==> config.mk <==
export PLATFORM = sky130hd
export DESIGN_NAME = emergency_request_ctrl
export DESIGN_NICKNAME = d
export VERILOG_FILES = /design/src/rtl/emergency_request_ctrl.sv
export SDC_FILE = /design/constraint.sdc
export NUM_CORES = 1
export LEC_CHECK = 0
export CAP_MARGIN = 20
export CORE_AREA = 2 2 39 41
export CTS_CLUSTER_SIZE = 14
export DETAILED_ROUTE_END_ITERATION = 12
export DIE_AREA = 0 0 41 43
export SYNTH_ARGS = -nofsm -noshare
export SYNTH_HDL_FRONTEND = slang
export SYNTH_SLANG_ARGS = --single-unit
==> constraint.sdc <==
create_clock -name clk -period 1.7 [get_ports clk]
set_input_delay 0.17 -clock clk [delete_from_list [all_inputs] [get_ports clk]]
set_output_delay 0.17 -clock clk [all_outputs]
set_load 0.01 [all_outputs]
==> src/rtl/emergency_request_ctrl.sv <==
// emergency_request_ctrl: synchronised, debounced, duration-bounded emergency level with cooldown.
// Optional EMERGENCY_COUNT_EN adds event_count, a saturating count of accepted requests.
module emergency_request_ctrl #(
  parameter int DEBOUNCE_CYCLES = 3,
  parameter int MIN_ACTIVE      = 4,
  parameter int MAX_ACTIVE      = 16,
  parameter int COOLDOWN        = 8
) (
  input  logic       clk,
  input  logic       rst,
  input  logic       req_raw,
  input  logic       override_clr,
  output logic       emergency,
  output logic [1:0] state,
`ifdef EMERGENCY_COUNT_EN
  output logic [7:0] event_count,
`endif
  output logic       timeout
);
  typedef enum logic [1:0] {IDLE, DEBOUNCE, ACTIVE, COOL} state_t;
  localparam int MX = (DEBOUNCE_CYCLES > MAX_ACTIVE) ?
                      ((DEBOUNCE_CYCLES > COOLDOWN) ? DEBOUNCE_CYCLES : COOLDOWN) :
                      ((MAX_ACTIVE > COOLDOWN) ? MAX_ACTIVE : COOLDOWN);
  localparam int CW = $clog2(MX + 1);
  localparam logic [CW-1:0] ONE = CW'(1);
  localparam logic [CW-1:0] DB  = CW'(DEBOUNCE_CYCLES);
  localparam logic [CW-1:0] MN  = CW'(MIN_ACTIVE);
  localparam logic [CW-1:0] MXA = CW'(MAX_ACTIVE);
  localparam logic [CW-1:0] CD  = CW'(COOLDOWN);
  state_t state_q, state_d;
  logic [CW-1:0] cnt_q, cnt_d;
  logic sync_q, req_s_q, emergency_q, emergency_d, timeout_q, timeout_d;
  logic act_end;
  assign act_end = override_clr || cnt_q == MXA || (cnt_q >= MN && !req_s_q);
  always_comb begin
    state_d   = state_q;
    cnt_d     = cnt_q + ONE;
    timeout_d = 1'b0;
    case (state_q)
      IDLE: begin
        cnt_d   = ONE;
        state_d = req_s_q ? DEBOUNCE : IDLE;
      end
      DEBOUNCE: begin
        state_d = !req_s_q ? IDLE : (cnt_q == DB) ? ACTIVE : DEBOUNCE;
        cnt_d   = (req_s_q && cnt_q == DB) ? ONE : cnt_q + ONE;
      end
      ACTIVE: begin
        state_d   = act_end ? COOL : ACTIVE;
        cnt_d     = act_end ? ONE : cnt_q + ONE;
        timeout_d = !override_clr && cnt_q == MXA;
      end
      COOL: state_d = (cnt_q == CD) ? IDLE : COOL;
      default: state_d = IDLE;
    endcase
    emergency_d = state_d == ACTIVE;
  end
  always_ff @(posedge clk) begin
    if (rst) begin
      sync_q      <= 1'b0;
      req_s_q     <= 1'b0;
      state_q     <= IDLE;
      cnt_q       <= '0;
      emergency_q <= 1'b0;
      timeout_q   <= 1'b0;
    end else begin
      sync_q      <= req_raw;
      req_s_q     <= sync_q;
      state_q     <= state_d;
      cnt_q       <= cnt_d;
      emergency_q <= emergency_d;
      timeout_q   <= timeout_d;
    end
  end
  assign emergency = emergency_q;
  assign state     = state_q;
  assign timeout   = timeout_q;
`ifdef EMERGENCY_COUNT_EN
  logic [7:0] ev_q, ev_d;
  assign ev_d = (state_q == DEBOUNCE && state_d == ACTIVE && ev_q != 8'hff) ? ev_q + 8'd1 : ev_q;
  always_ff @(posedge clk) begin
    if (rst) ev_q <= '0;
    else ev_q <= ev_d;
  end
  assign event_count = ev_q;
`endif
endmodule

Yosys cells after proc, flatten, opt, wreduce, memory -nomap -nowiden
Cells that the tools add are included.
{"block": "totals", "wordCells": 34, "output_inout_bits": 4, "in_bits": 4, "ff_bits": 11}
{"block": "op_classes", "mux": 9, "magnitude_cmp": 1, "n_bitwise": 1, "n_eq_ne": 7, "reduce_logical": 9, "add_sub_neg": 1}
{"operator": "$pmux 5 s3", "n": 1}
{"operator": "$mux 5", "n": 2}
{"operator": "$pmux 2 s4", "n": 1}
{"operator": "$eq 2x2->1 const B", "n": 3}
{"operator": "$mux 2", "n": 3}
{"operator": "$add 5x1->5 const B", "n": 1}
{"operator": "$eq 5x2->1 const B", "n": 1}
{"operator": "$eq 5x4->1 const B", "n": 1}
{"operator": "$eq 5x5->1 const B", "n": 1}
{"operator": "$ge 5x3->1 const B", "n": 1}
{"operator": "$logic_and 1x1->1", "n": 3}
{"operator": "$eq 2x1->1 const B", "n": 1}
{"operator": "$logic_not 1->1", "n": 2}
{"operator": "$logic_not 2->1", "n": 1}
{"operator": "$logic_or 1x1->1", "n": 2}
{"operator": "$mux 1", "n": 2}
{"operator": "$reduce_or 2->1", "n": 1}
{"operator": "$not 1->1", "n": 1}

Logic depth before layout (Yosys ltp)
{"block": "logic_depth", "ltp_word": 6, "ltp_mapped": 5, "ltp_nobuf": 5}

Least setup slack after synthesis
OpenSTA, ideal clock, no wires.
{"block": "synth_path", "path_kind": "reg2reg", "from": "register cnt_q[0]", "to": "register state_q[0] (netlist: state[0])", "path_stages_with_launch": 6, "slack_ns": 0.223, "path_buffers": 0, "synth_period_minus_slack_ns": 1.477, "required_time_ns": 1.626, "arrival_ns": 1.403, "setup_time_ns": 0.074, "cell_sequence": "dfxtp_1 inv_1 ha_1 or3b_4 a311o_1 a31oi_1"}
{"block": "synth_between", "elab_chain_cells": 5, "word_cells_on_any_way": 12, "classes_between": "1 x order compare; 3 x eq/ne; 5 x mux; 3 x reduce/logical"}
{"item": "from (decl)", "line_no": "31", "text": "logic [CW-1:0] cnt_q, cnt_d;"}
{"item": "from (signal assigned)", "line_no": "70", "text": "cnt_q <= cnt_d;"}
{"item": "$ge 5x3->1 / $eq 5x5->1 (equally long branches)", "line_no": "34", "text": "assign act_end = override_clr || cnt_q == MXA || (cnt_q >= MN && !req_s_q);"}
{"item": "$logic_and 1x1->1 / $logic_or 1x1->1 (equally long branches)", "line_no": "34"}
{"item": "$logic_or 1x1->1", "line_no": "34"}
{"item": "$mux 1", "line_no": "49", "text": "state_d = act_end ? COOL : ACTIVE;"}
{"item": "$pmux 2 s4 (*)", "line_no": "39", "text": "case (state_q)"}
{"item": "to (signal assigned)", "line_no": "69", "text": "state_q <= state_d;"}
{"item": "to (decl)", "line_no": "30", "text": "state_t state_q, state_d;"}
Mark *: on every way between the ends. The rest lies on a longest branch, timed or not.
A chain may end at the register's enable or synchronous reset.

Worst setup path in the final report
Same ends and word-level chain as after synthesis.

==> metrics.yaml <==
synth:
  synth_compound_area_share_pct: 17.78
  syn-instance-count: 56
  synth_area_leader_cell: "dfxtp_1"
  synthAdderAreaFrac_pct: 4.619
  synth-simple-area-share_pct: 27.25
  synthXorXnorAreaFrac_pct: 4.850
  synthTopCellsByArea: "dfxtp_1 41%, ha_1 4.6%, nor2b_1 4.6%"
  synth_cell_type_count: 27
  syn_area_um2: 541.8
  ys_warn_count: 0
  synthMuxAreaShare_pct: 0
  yosysSeqAreaShare_pct: 40.65
  synth_top_family_by_area: "simple AND/OR/NAND/NOR gates"
  syn_avg_cell_area_um2: 9.674
  synth_fp_nets: 62
  yosysTopAreaCellShare_pct: 40.65
  ys_seq_elements: 11
min_path:
  hold_depth: 1
  hp-class: "flop to flop"
layout:
  drive_above_1_share_pct: 13.24
  n_antenna_cell: 0
  area_growth_pct: 22.17
  ff_latch_area_um2: 220.2
  fillers: 130
  nets: 75
  multiInputGateArea_um2: 295.3
die:
  core.rowCount: 14
  core_um2: 1384
  io_pins: 8
  die_x_um: 41
  die_h_um: 43
  dieArea_um2: 1763
  start_util_pct: 39.15
place:
  place_congestion: 0.7719
  pre_cts_ws_ns: 0.1380
  hpwl_um: 744.6
  io_buffer_count: 7
drt:
  drc: 0
  dr.pass1.iters: 4
  ant_nets: 0
  vias: 450
  drt-initial-drc-count: 17
  drt-total-wl_um: 1077
  wl_per_cell_um: 12.82
  via_per_inst: 5.357
global_route:
  first_global_vias: 365
  grt_max_degree: 10
  track_usage_pct: 14.62
  antenna_found_initial: 0
  overflow: 0
  grt_pass1_wl_um: 1628
sta:
  min_period_ns: 1.565
  slew_viol_final: 0
  fin_setup_tns_ns: 0
  clock.fmax_mhz: 638.8
  maxSlewHeadroom_pct: 70.54
  setup_violations: 0
  final-hold-violation-count: 0
  setup_ws_ns: 0.1346
  grt_setup_unrepaired: "no"
  skew_ns: 0.004412
  min_period_over_period_pct: 92.08
  tightest_slew_ns: 0.4363
clock_tree:
  insertion_delay_ns: 0.27
  cts.sinks: 11
  tritoncts: "done"
  cts-root-buf: "clkbuf_4"
  hold_buffers: 0
  cts-htree-levels: 1
  path_clk_slew_ns: 0.07
  postCtsSetupBuffers: 0
  cts.path.max_buffers: 2
  cts.repair.resized: 0
  numCtsBuffers: 3
pwr:
  p_per_area_nw_per_um2: 722.3
  p_leak_nw: 0.2396
  vdd_ir_drop_max_uv: 305.9
worst_setup_path:
  crit_required_ns: 1.90
  critPathCaptureType: "flop"
  reg2reg_depth: 5
  cp_max_fo: 5
  crit_arrival_ns: 1.77
  start_kind: "flop"
  critPathKind: "flop to flop"
run_status:
  outcome: "finished clean"
flow_run:
  maxCapViolCount: 0
cells in the final DEF (no fill, tap or decap), types with 2 or more instances in the layout:
| cell type | netlist | layout |
|---|---|---|
| a31oi_1 | 2 | 2 |
| xnor2_1 | 2 | 2 |
| nor2b_1 | 4 | 4 |
| nand3_1 | 4 | 4 |
| clkbuf_4 | 0 | 3 |
| clkdlybuf4s50_1 | 0 | 7 |
| nand2_1 | 2 | 2 |
| a21oi_1 | 2 | 2 |
| ha_1 | 2 | 2 |
| inv_1 | 4 | 4 |
| nor3_1 | 4 | 4 |
| buf_4 | 0 | 2 |
| nor3b_1 | 2 | 2 |
| dfxtp_1 | 11 | 11 |
| nor4b_1 | 2 | 2 |
power breakdown:
group / switching [mW] / internal, mW
sequential: 0.00513 / 0.262
clock: 0.0882 / 0.0910
combinational: 0.0141 / 0.0174
per-stage QoR:
| stage | total power [mW] | hold slack, ns | area (um2) | std cells | util [%] |
|---|---|---|---|---|---|
| after floorplan | 0.2890 | 0.2391 | 541.8 | 56 | - |
| after global placement | 0.3047 | 0.4210 | 635.6 | 80 | 45.93 |
| after detailed placement | 0.3045 | 0.4390 | 635.6 | 80 | 45.93 |
| after CTS | 0.4856 | 0.4443 | 661.9 | 84 | 47.83 |
| after global routing | 0.5083 | 0.4373 | 661.9 | 84 | 47.83 |
| final | 0.4781 | 0.4435 | 661.9 | 84 | 47.83 |
cell type report:
cell class | count | share of cell area [%]
clock buffer | 4 | 3.970
inverter | 4 | 2.268
multi-input combinational | 40 | 44.61
sequential | 11 | 33.27
tap | 16 | 3.025
timing repair buffer | 9 | 12.85
Yosys cell counts:
| cell type | n |
|---|---|
| a21bo_2 | 1 |
| a21o_1 | 1 |
| a21o_2 | 1 |
| a21oi_1 | 2 |
| a221oi_2 | 1 |
| a311o_1 | 1 |
| a311oi_1 | 1 |
| a31oi_1 | 2 |
| and3b_1 | 1 |
| and4b_1 | 1 |
| buf_6 | 1 |
| dfxtp_1 | 11 |
| ha_1 | 2 |
| inv_1 | 4 |
| nand2_1 | 2 |
| nand2b_1 | 1 |
| nand3_1 | 4 |
| nor2b_1 | 4 |
| nor3_1 | 4 |
| nor3b_1 | 2 |
| nor4_1 | 1 |
| nor4b_1 | 2 |
| o21ai_0 | 1 |
| o311ai_0 | 1 |
| or3b_4 | 1 |
| xnor2_1 | 2 |
| xor2_1 | 1 |
worst paths after layout:
path	from	slack (ns)	to
worst max-delay path	cnt_q[0]	0.13	state[0]
worst max register to register	cnt_q[0]	0.13	state[0]
worst min register to register	sync_q	0.44	req_s_q
worst min-delay path	sync_q	0.44	req_s_q
per-layer routing:
metal	routed length, um	GRT usage (%)	vias up
met1	529	18.57	203
met2	457	18.13	10
met3	54	7.853	5
li1	-	-	232
met5	0	0	-
met4	35	10.00	0
critical path: stages (launching register included):
cell and delay, ns:
dfxtp_1 0.35, inv_1 0.07, ha_1 0.15, or3b_4 0.41, a311o_1 0.37, a31oi_1 0.15
sequential cells by signal, summed over array words and instances (netlist names):
register / cells
emergency: 1
state: 2
sync_q: 1
req_s_q: 1
timeout: 1
cnt_q: 5
logic make-up after synthesis:
logic type	after synthesis
AND/OR/NAND/NOR	23
AO/OA/AOI/OAI	12
flip-flops	11
buffers and inverters	5
XOR/XNOR	3
adder cells (fa/ha/maj)	2
(Power assumes the default switching activity.)
